<file path="config.mk">
export PLATFORM = sky130hd
export DESIGN_NAME = grid_collide_scan_flat
export DESIGN_NICKNAME = d
export VERILOG_FILES = /design/src/rtl/grid_collide_scan_pkg.sv /design/src/rtl/grid_collide_scan_if.sv /design/src/rtl/grid_collide_scan_aabb_overlap.sv /design/src/rtl/grid_collide_scan.sv /design/src/flat_wrapper.sv
export SDC_FILE = /design/constraint.sdc
export NUM_CORES = 1
export LEC_CHECK = 0
export ABC_AREA = 1
export ABC_CLOCK_PERIOD_IN_PS = 6000
export CORE_UTILIZATION = 45
export DETAILED_ROUTE_END_ITERATION = 12
export DONT_BUFFER_PORTS = 1
export SETUP_SLACK_MARGIN = 0.1
export SLEW_MARGIN = 20
export SYNTH_ARGS = -nofsm -noshare
export SYNTH_HDL_FRONTEND = slang
export SYNTH_HIERARCHICAL = 1
export SYNTH_SLANG_ARGS = --single-unit
</file>
<file path="constraint.sdc">
create_clock -name i_clk -period 6 [get_ports i_clk]
set_input_delay 0.6 -clock i_clk [delete_from_list [all_inputs] [get_ports i_clk]]
set_output_delay 0.6 -clock i_clk [all_outputs]
set_load 0.1 [all_outputs]
</file>
<file path="src/rtl/grid_collide_scan_pkg.sv">
`default_nettype none
// ============================================================================
//  Module   : grid_collide_scan_pkg
//  Purpose  : Shared geometry defaults, FSM state encoding and index/width
//             helpers for the grid collision scanner and its neighbours.
//  Revision : 1.0 - initial release
// ============================================================================
package grid_collide_scan_pkg;

   typedef enum logic [1:0] {
      ST_IDLE = 2'd0,
      ST_SCAN = 2'd1,
      ST_DONE = 2'd2
   } scan_state_e;

   localparam int DEF_W         = 10;
   localparam int DEF_ROWS      = 3;
   localparam int DEF_COLS      = 8;
   localparam int DEF_CELL_SIZE = 12;
   localparam int DEF_SPACING   = 60;
   localparam int DEF_OBJ_W     = 4;
   localparam int DEF_OBJ_H     = 8;

   // Bits needed to index n items; never less than one bit.
   function automatic int idx_w(input int n);
      return (n <= 2) ? 1 : $clog2(n);
   endfunction

   // Accumulator width: largest origin plus the farthest cell offset plus the
   // largest box extent must fit without wrapping.
   function automatic int acc_w(input int w, input int rows, input int cols,
                                input int cs, input int sp, input int ow,
                                input int oh);
      int span;
      span = (((rows > cols) ? rows : cols) - 1) * sp + cs + ((ow > oh) ? ow : oh);
      return $clog2((1 << w) + span);
   endfunction

endpackage
`default_nettype wire

</file>
<file path="src/rtl/grid_collide_scan_if.sv">
`default_nettype none
// ============================================================================
//  Module   : grid_collide_scan_if
//  Purpose  : Start/done request and result bundle between the motion logic
//             (master) and the grid collision scanner (slave).
//  Revision : 1.0 - initial release
// ============================================================================
interface grid_collide_scan_if #(
   parameter int W    = 10,
   parameter int ROWS = 3,
   parameter int COLS = 8
);
   import grid_collide_scan_pkg::*;

   localparam int RW = idx_w(ROWS);
   localparam int CW = idx_w(COLS);
   localparam int NW = idx_w(ROWS * COLS + 1);

   logic                   i_start;
   logic                   i_early_stop;
   logic                   i_obj_active;
   logic [W-1:0]           i_obj_x;
   logic [W-1:0]           i_obj_y;
   logic [W-1:0]           i_group_x;
   logic [W-1:0]           i_group_y;
   logic [ROWS*COLS-1:0]   i_alive;
   logic                   o_busy;
   logic                   o_done;
   logic                   o_hit;
   logic [RW-1:0]          o_hit_row;
   logic [CW-1:0]          o_hit_col;
   logic [NW-1:0]          o_hit_count;

   modport master (
      output i_start, i_early_stop, i_obj_active, i_obj_x, i_obj_y,
             i_group_x, i_group_y, i_alive,
      input  o_busy, o_done, o_hit, o_hit_row, o_hit_col, o_hit_count
   );

   modport slave (
      input  i_start, i_early_stop, i_obj_active, i_obj_x, i_obj_y,
             i_group_x, i_group_y, i_alive,
      output o_busy, o_done, o_hit, o_hit_row, o_hit_col, o_hit_count
   );

endinterface
`default_nettype wire

</file>
<file path="src/rtl/grid_collide_scan_aabb_overlap.sv">
`default_nettype none
// ============================================================================
//  Module   : aabb_overlap
//  Purpose  : Combinational strict-overlap test of two axis-aligned boxes of
//             fixed size. Touching edges do not count as overlap.
//  Revision : 1.0 - initial release
// ============================================================================
module aabb_overlap #(
   parameter int AW  = 11,
   parameter int A_W = 4,
   parameter int A_H = 8,
   parameter int B_W = 12,
   parameter int B_H = 12
) (
   input  wire logic [AW-1:0] i_ax,
   input  wire logic [AW-1:0] i_ay,
   input  wire logic [AW-1:0] i_bx,
   input  wire logic [AW-1:0] i_by,
   output logic               o_overlap
);
   localparam logic [AW-1:0] c_A_W = AW'(A_W);
   localparam logic [AW-1:0] c_A_H = AW'(A_H);
   localparam logic [AW-1:0] c_B_W = AW'(B_W);
   localparam logic [AW-1:0] c_B_H = AW'(B_H);

   // AW is sized by the caller so none of these sums can wrap.
   assign o_overlap = (i_ax < i_bx + c_B_W) && (i_ax + c_A_W > i_bx) &&
                      (i_ay < i_by + c_B_H) && (i_ay + c_A_H > i_by);

endmodule
`default_nettype wire

</file>
<file path="src/rtl/grid_collide_scan.sv">
`default_nettype none
// ============================================================================
//  Module   : grid_collide_scan
//  Purpose  : Sequential object-versus-grid collision scan, one cell per
//             clock in row-major order; reports first hit and hit count.
//  Revision : 1.0 - initial release
// ============================================================================
module grid_collide_scan
   import grid_collide_scan_pkg::*;
#(
   parameter int W         = DEF_W,
   parameter int ROWS      = DEF_ROWS,
   parameter int COLS      = DEF_COLS,
   parameter int CELL_SIZE = DEF_CELL_SIZE,
   parameter int SPACING   = DEF_SPACING,
   parameter int OBJ_W     = DEF_OBJ_W,
   parameter int OBJ_H     = DEF_OBJ_H
) (
   input  wire logic         i_clk,
   input  wire logic         i_rst_n,
   grid_collide_scan_if.slave bus
);
   localparam int N  = ROWS * COLS;
   localparam int RW = idx_w(ROWS);
   localparam int CW = idx_w(COLS);
   localparam int IW = idx_w(N);
   localparam int NW = idx_w(N + 1);
   localparam int AW = acc_w(W, ROWS, COLS, CELL_SIZE, SPACING, OBJ_W, OBJ_H);

   localparam logic [1:0]    c_IDLE     = ST_IDLE;
   localparam logic [1:0]    c_SCAN     = ST_SCAN;
   localparam logic [1:0]    c_DONE     = ST_DONE;
   localparam logic [AW-1:0] c_SPACING  = AW'(SPACING);
   localparam logic [CW-1:0] c_LAST_COL = CW'(COLS - 1);
   localparam logic [IW-1:0] c_LAST_IDX = IW'(N - 1);

   logic [1:0]    r_state;
   logic          r_early;
   logic [AW-1:0] r_obj_x, r_obj_y, r_gx;
   logic [N-1:0]  r_alive;
   logic [RW-1:0] r_row;
   logic [CW-1:0] r_col;
   logic [IW-1:0] r_idx;
   logic [AW-1:0] r_ex, r_ey;
   logic          r_busy, r_done, r_hit;
   logic [RW-1:0] r_hit_row;
   logic [CW-1:0] r_hit_col;
   logic [NW-1:0] r_count;

   logic          w_overlap;
   logic          w_cell_hit;
   logic          w_last;

   aabb_overlap #(
      .AW  (AW),
      .A_W (OBJ_W),
      .A_H (OBJ_H),
      .B_W (CELL_SIZE),
      .B_H (CELL_SIZE)
   ) u_overlap (
      .i_ax      (r_obj_x),
      .i_ay      (r_obj_y),
      .i_bx      (r_ex),
      .i_by      (r_ey),
      .o_overlap (w_overlap)
   );

   assign w_cell_hit = r_alive[r_idx] && w_overlap;
   assign w_last     = (r_idx == c_LAST_IDX);

   // Scan FSM: latch request, walk cells with additive origin stepping, publish results.
   always_ff @(posedge i_clk or negedge i_rst_n) begin
      if (!i_rst_n) begin
         r_state   <= c_IDLE;
         r_early   <= 1'b0;
         r_obj_x   <= '0;
         r_obj_y   <= '0;
         r_gx      <= '0;
         r_alive   <= '0;
         r_row     <= '0;
         r_col     <= '0;
         r_idx     <= '0;
         r_ex      <= '0;
         r_ey      <= '0;
         r_busy    <= 1'b0;
         r_done    <= 1'b0;
         r_hit     <= 1'b0;
         r_hit_row <= '0;
         r_hit_col <= '0;
         r_count   <= '0;
      end else begin
         r_busy <= (r_state != c_IDLE);
         r_done <= 1'b0;
         case (r_state)
            c_IDLE: begin
               if (bus.i_start) begin
                  r_early   <= bus.i_early_stop;
                  r_obj_x   <= {{(AW-W){1'b0}}, bus.i_obj_x};
                  r_obj_y   <= {{(AW-W){1'b0}}, bus.i_obj_y};
                  r_gx      <= {{(AW-W){1'b0}}, bus.i_group_x};
                  r_ex      <= {{(AW-W){1'b0}}, bus.i_group_x};
                  r_ey      <= {{(AW-W){1'b0}}, bus.i_group_y};
                  r_alive   <= bus.i_alive;
                  r_row     <= '0;
                  r_col     <= '0;
                  r_idx     <= '0;
                  r_hit     <= 1'b0;
                  r_hit_row <= '0;
                  r_hit_col <= '0;
                  r_count   <= '0;
                  // An inactive object skips straight to an empty result.
                  r_state   <= bus.i_obj_active ? c_SCAN : c_DONE;
               end
            end
            c_SCAN: begin
               if (w_cell_hit) begin
                  if (!r_hit) begin
                     r_hit     <= 1'b1;
                     r_hit_row <= r_row;
                     r_hit_col <= r_col;
                  end
                  r_count <= r_count + NW'(1);
               end
               if (w_last || (r_early && w_cell_hit)) begin
                  r_state <= c_DONE;
               end else begin
                  r_idx <= r_idx + IW'(1);
                  if (r_col == c_LAST_COL) begin
                     r_col <= '0;
                     r_row <= r_row + RW'(1);
                     r_ex  <= r_gx;
                     r_ey  <= r_ey + c_SPACING;
                  end else begin
                     r_col <= r_col + CW'(1);
                     r_ex  <= r_ex + c_SPACING;
                  end
               end
            end
            c_DONE: begin
               r_done  <= 1'b1;
               r_state <= c_IDLE;
            end
            default: r_state <= c_IDLE;
         endcase
      end
   end

   assign bus.o_busy      = r_busy;
   assign bus.o_done      = r_done;
   assign bus.o_hit       = r_hit;
   assign bus.o_hit_row   = r_hit_row;
   assign bus.o_hit_col   = r_hit_col;
   assign bus.o_hit_count = r_count;

endmodule
`default_nettype wire

</file>
<file path="src/flat_wrapper.sv">
// flat-port wrapper written by rule: the top's interface ports become plain ports
module grid_collide_scan_flat import grid_collide_scan_pkg::*;
#(
   parameter int W         = DEF_W,
   parameter int ROWS      = DEF_ROWS,
   parameter int COLS      = DEF_COLS,
   parameter int CELL_SIZE = DEF_CELL_SIZE,
   parameter int SPACING   = DEF_SPACING,
   parameter int OBJ_W     = DEF_OBJ_W,
   parameter int OBJ_H     = DEF_OBJ_H
)
  (i_clk, i_rst_n, bus_i_start, bus_i_early_stop, bus_i_obj_active, bus_i_obj_x, bus_i_obj_y, bus_i_group_x, bus_i_group_y, bus_i_alive, bus_o_busy, bus_o_done, bus_o_hit, bus_o_hit_row, bus_o_hit_col, bus_o_hit_count);
  grid_collide_scan_if #(.W(W), .ROWS(ROWS), .COLS(COLS)) bus_i ();
  input  wire logic i_clk;
  input  wire logic i_rst_n;
  input wire logic [$bits(bus_i.i_start)-1:0] bus_i_start;
  input wire logic [$bits(bus_i.i_early_stop)-1:0] bus_i_early_stop;
  input wire logic [$bits(bus_i.i_obj_active)-1:0] bus_i_obj_active;
  input wire logic [$bits(bus_i.i_obj_x)-1:0] bus_i_obj_x;
  input wire logic [$bits(bus_i.i_obj_y)-1:0] bus_i_obj_y;
  input wire logic [$bits(bus_i.i_group_x)-1:0] bus_i_group_x;
  input wire logic [$bits(bus_i.i_group_y)-1:0] bus_i_group_y;
  input wire logic [$bits(bus_i.i_alive)-1:0] bus_i_alive;
  output wire logic [$bits(bus_i.o_busy)-1:0] bus_o_busy;
  output wire logic [$bits(bus_i.o_done)-1:0] bus_o_done;
  output wire logic [$bits(bus_i.o_hit)-1:0] bus_o_hit;
  output wire logic [$bits(bus_i.o_hit_row)-1:0] bus_o_hit_row;
  output wire logic [$bits(bus_i.o_hit_col)-1:0] bus_o_hit_col;
  output wire logic [$bits(bus_i.o_hit_count)-1:0] bus_o_hit_count;
  assign bus_i.i_start = bus_i_start;
  assign bus_i.i_early_stop = bus_i_early_stop;
  assign bus_i.i_obj_active = bus_i_obj_active;
  assign bus_i.i_obj_x = bus_i_obj_x;
  assign bus_i.i_obj_y = bus_i_obj_y;
  assign bus_i.i_group_x = bus_i_group_x;
  assign bus_i.i_group_y = bus_i_group_y;
  assign bus_i.i_alive = bus_i_alive;
  assign bus_o_busy = bus_i.o_busy;
  assign bus_o_done = bus_i.o_done;
  assign bus_o_hit = bus_i.o_hit;
  assign bus_o_hit_row = bus_i.o_hit_row;
  assign bus_o_hit_col = bus_i.o_hit_col;
  assign bus_o_hit_count = bus_i.o_hit_count;
  grid_collide_scan #(.W(W), .ROWS(ROWS), .COLS(COLS), .CELL_SIZE(CELL_SIZE), .SPACING(SPACING), .OBJ_W(OBJ_W), .OBJ_H(OBJ_H)) u_core (.i_clk(i_clk), .i_rst_n(i_rst_n), .bus(bus_i));
endmodule
</file>
==> reports/metrics.cfg <==
[power_and_ir_drop]
internal_power_w=0.00194
p_sw_w=0.00179
ir_drop_mv=0.295
leakagePower_nw=3.66
p_per_area_nw_per_um2=539
switching_share_pct=48.0
power.share.combinational_pct=46.3
p_seq_share_pct=37.0
p_clk_share_pct=16.7

[global_route]
grt-ovfl-total=0
grt_max_degree=103
grt_use_total_pct=21.6
grt_pass1_wl_mm=25.2
antenna_found_initial=0
grt_pass1_vias=5238

[die]
die_w_um=122
die_y_um=122
rows=43
pin_count=82
start_util_pct=46.4
core_area_um2=14000
fp.dieArea_um2=14900

[timing]
tns_ns=0
maxSlewViolCount=0
finalSetupViolCount=0
finalHoldViolCount=0
relSlewSlack_pct=33.1
post-route-period-util_pct=65.8
min_period_ns=3.95
timing.fmax_mhz=253
layout_setup_ws_ns=2.05
rsz0062_at_grt=false
finClkSkew_ns=0.00454
worstMarginPinSlew_ns=1.00

[clock_tree]
htree_num_levels=3
clock_path_buffers=2
cts_buffers=9
cts_tree=done
cts.sinks=102
cts-root-buf=clkbuf_16
clk_latency_ns=0.35
clk_pin_slew_worst_paths_ns=0.07

[critical_path]
critPathArrivalTime_ns=4.24
critPathMaxFanout=39
cp-end-kind=flip-flop
cp-start-kind=flip-flop
crit_type=flip-flop to flip-flop
required_ns=6.29
reg2regPathDepth=22

[final_layout]
diodes=0
drive_gt1_share_pct=5.06
nets=983
syn_to_final_growth_pct=6.76
utilization_pct=49.6

[route]
drt_wl_total_mm=15.0
vias=5368
via_per_inst=5.12
wl_per_cell_um=14.3
drc=0
first_pass_iters=5
drtIter0Drc=319
final_antenna_net_count=0

[placed_design]
dp_hpwl_mm=10.7
routabilityCongestion=0.885
port_buffers=0
dp_slack_ns=2.07

[yosys]
ys_types=36
yosys-top-cells-count=nand2_1, dfrtp_1, inv_1
async_reset_ff_share_pct=100
synthFlopType=dfrtp_1
yosysTopAreaCellShare_pct=39.3
synth_edf_count=0
yosysTopAreaCell=dfrtp_1
yosysWarningCount=6
synth_most_common_cell=nand2_1
synth_area_leaders=dfrtp_1, nand2_1, ha_1, inv_1, nand3_1
ys_ff_latch=102
syn_area_um2=6500
synth.avg_cell_area_um2=7.40
synthCells=878
synth_seq_area_share_pct=39.3

[outcome]
status=complete, no violations

[min_path]
hold_class=primary input to async pin

[flow_run]
cap_violations=0

## flip-flops by register name, indices dropped and copies added (netlist names), 3 cells and up
name and flops:
u_core/r_gx 10, u_core/bus.o_hit_count 5, u_core/r_ex 11, u_core/r_alive 24
u_core/r_obj_x 10, u_core/bus.o_hit_col 3, u_core/r_col 3, u_core/r_idx 5
u_core/r_ey 11, u_core/r_obj_y 10
## power by group through the flow
stage                     clock [W]  sequential, W  combinational [W]
after floorplan                   0        0.00128            0.00142
after global placement            0        0.00139            0.00166
after detailed placement          0        0.00139            0.00172
after CTS                  0.000640        0.00138            0.00175
after global routing       0.000671        0.00143            0.00203
final                      0.000622        0.00138            0.00173
## worst max-delay path, cell delays in order (launching register included)
cell,delay [ns]
dfrtp_1,0.41
inv_1,0.11
ha_1,0.23
inv_1,0.07
nand3_2,0.08
nor2_2,0.11
nand2_2,0.07
nor3_2,0.13
xor2_1,0.09
ha_1,0.29
nand2_1,0.06
nand2_1,0.05
nor2_1,0.08
nand3_1,0.07
nor2_1,0.10
nand3_1,0.07
nor2_1,0.23
nand3_1,0.12
nand2_1,0.32
nand2_2,0.49
nand2_1,0.52
nand2_1,0.10
nand2_1,0.07
## cell usage in the layout (no fill, tap or decap), types with 2 or more instances in the layout
cell type,Yosys,layout
a31oi_1,2,2
nand3_1,66,66
dfrtp_1,102,102
inv_8,0,2
inv_2,4,4
nor3_2,2,2
nand2_2,3,3
inv_1,95,95
a21oi_1,22,22
nor2_4,1,2
buf_4,2,3
clkinv_4,0,2
o21ai_0,51,51
ha_1,50,50
nor2_1,58,57
nor3_1,4,4
nor2_2,5,5
a21o_1,2,2
o211ai_1,4,4
a21oi_2,2,2
clkbuf_16,0,9
xnor2_1,8,8
o21ai_1,2,2
xor2_1,32,32
conb_1,1,4
nand2_1,308,308
nand3_2,3,3
or2_2,2,2
nand3b_1,3,3
nand4_1,9,9
## path summary, 6_finish.rpt
check / end / from / slack [ns]
max: u_core/r_ey[5]$_DFFE_PN0P_ / u_core/r_ey[2]$_DFFE_PN0P_ / 2.05
min: u_core/r_obj_x[6]$_DFFE_PN0P_ / i_rst_n / 0.16
max reg2reg: u_core/r_ey[5]$_DFFE_PN0P_ / u_core/r_ey[2]$_DFFE_PN0P_ / 2.05
min reg2reg: u_core/r_alive[0]$_DFFE_PN0P_ / u_core/r_alive[0]$_DFFE_PN0P_ / 0.48
max in group asynchronous: u_core/r_alive[10]$_DFFE_PN0P_ / i_rst_n / 5.40
min in group i_clk: u_core/r_obj_y[6]$_DFFE_PN0P_ / bus_i_obj_y[6] / 0.36
## cell type report
cell class / count / area, um^2
Tap cell: 180 / 225
Clock buffer: 10 / 239
Multi-Input combinational cell: 648 / 3420
Inverter: 99 / 372
Fill cell: 1432 / 7050
Clock inverter: 6 / 77.6
Timing Repair Buffer: 4 / 50.0
Sequential cell: 102 / 2550
## metrics by stage
step	area [um^2]	total power (W)	std cells	hold WS, ns
2_1_floorplan	6510	0.00270	881	0.304
3_3_place_gp	6590	0.00305	1032	0.308
3_5_place_dp	6590	0.00312	1032	0.309
4_1_cts	6940	0.00377	1049	0.199
5_1_grt	6940	0.00413	1049	0.191
6_report	6940	0.00374	1049	0.157
## cells by family (layout without fill, tap and decap cells)
logic type	count (synthesis)	after routing	synth area share, %
and+or+nand+nor	466	466	29.9
buffers and inverters	131	119	8.36
DFF	102	102	39.3
AOI/OAI and AO/OA	88	88	7.32
adders and majority gates	50	50	9.63
xor gates and xnor gates	40	40	5.39
other	1	4	0.0577
## routing by layer
layer | vias up | share of wire, % | global-route usage [%]
li1 | 2739 | - | -
met1 | 2527 | 47 | 28.4
met2 | 93 | 48 | 36.9
met3 | 9 | 4.4 | 4.96
met4 | 0 | 0.72 | 3.35
met5 | - | 0 | 0
## repair_timing
| item | 4_1_cts | 5_1_grt |
|---|---|---|
| hold buffers | 1 | 0 |
| buffers inserted | 0 | 0 |
| endpoints found under the hold margin | 102 | 0 |
| resized for setup | 0 | 0 |
No activity file was read; power rests on OpenSTA's default activity.
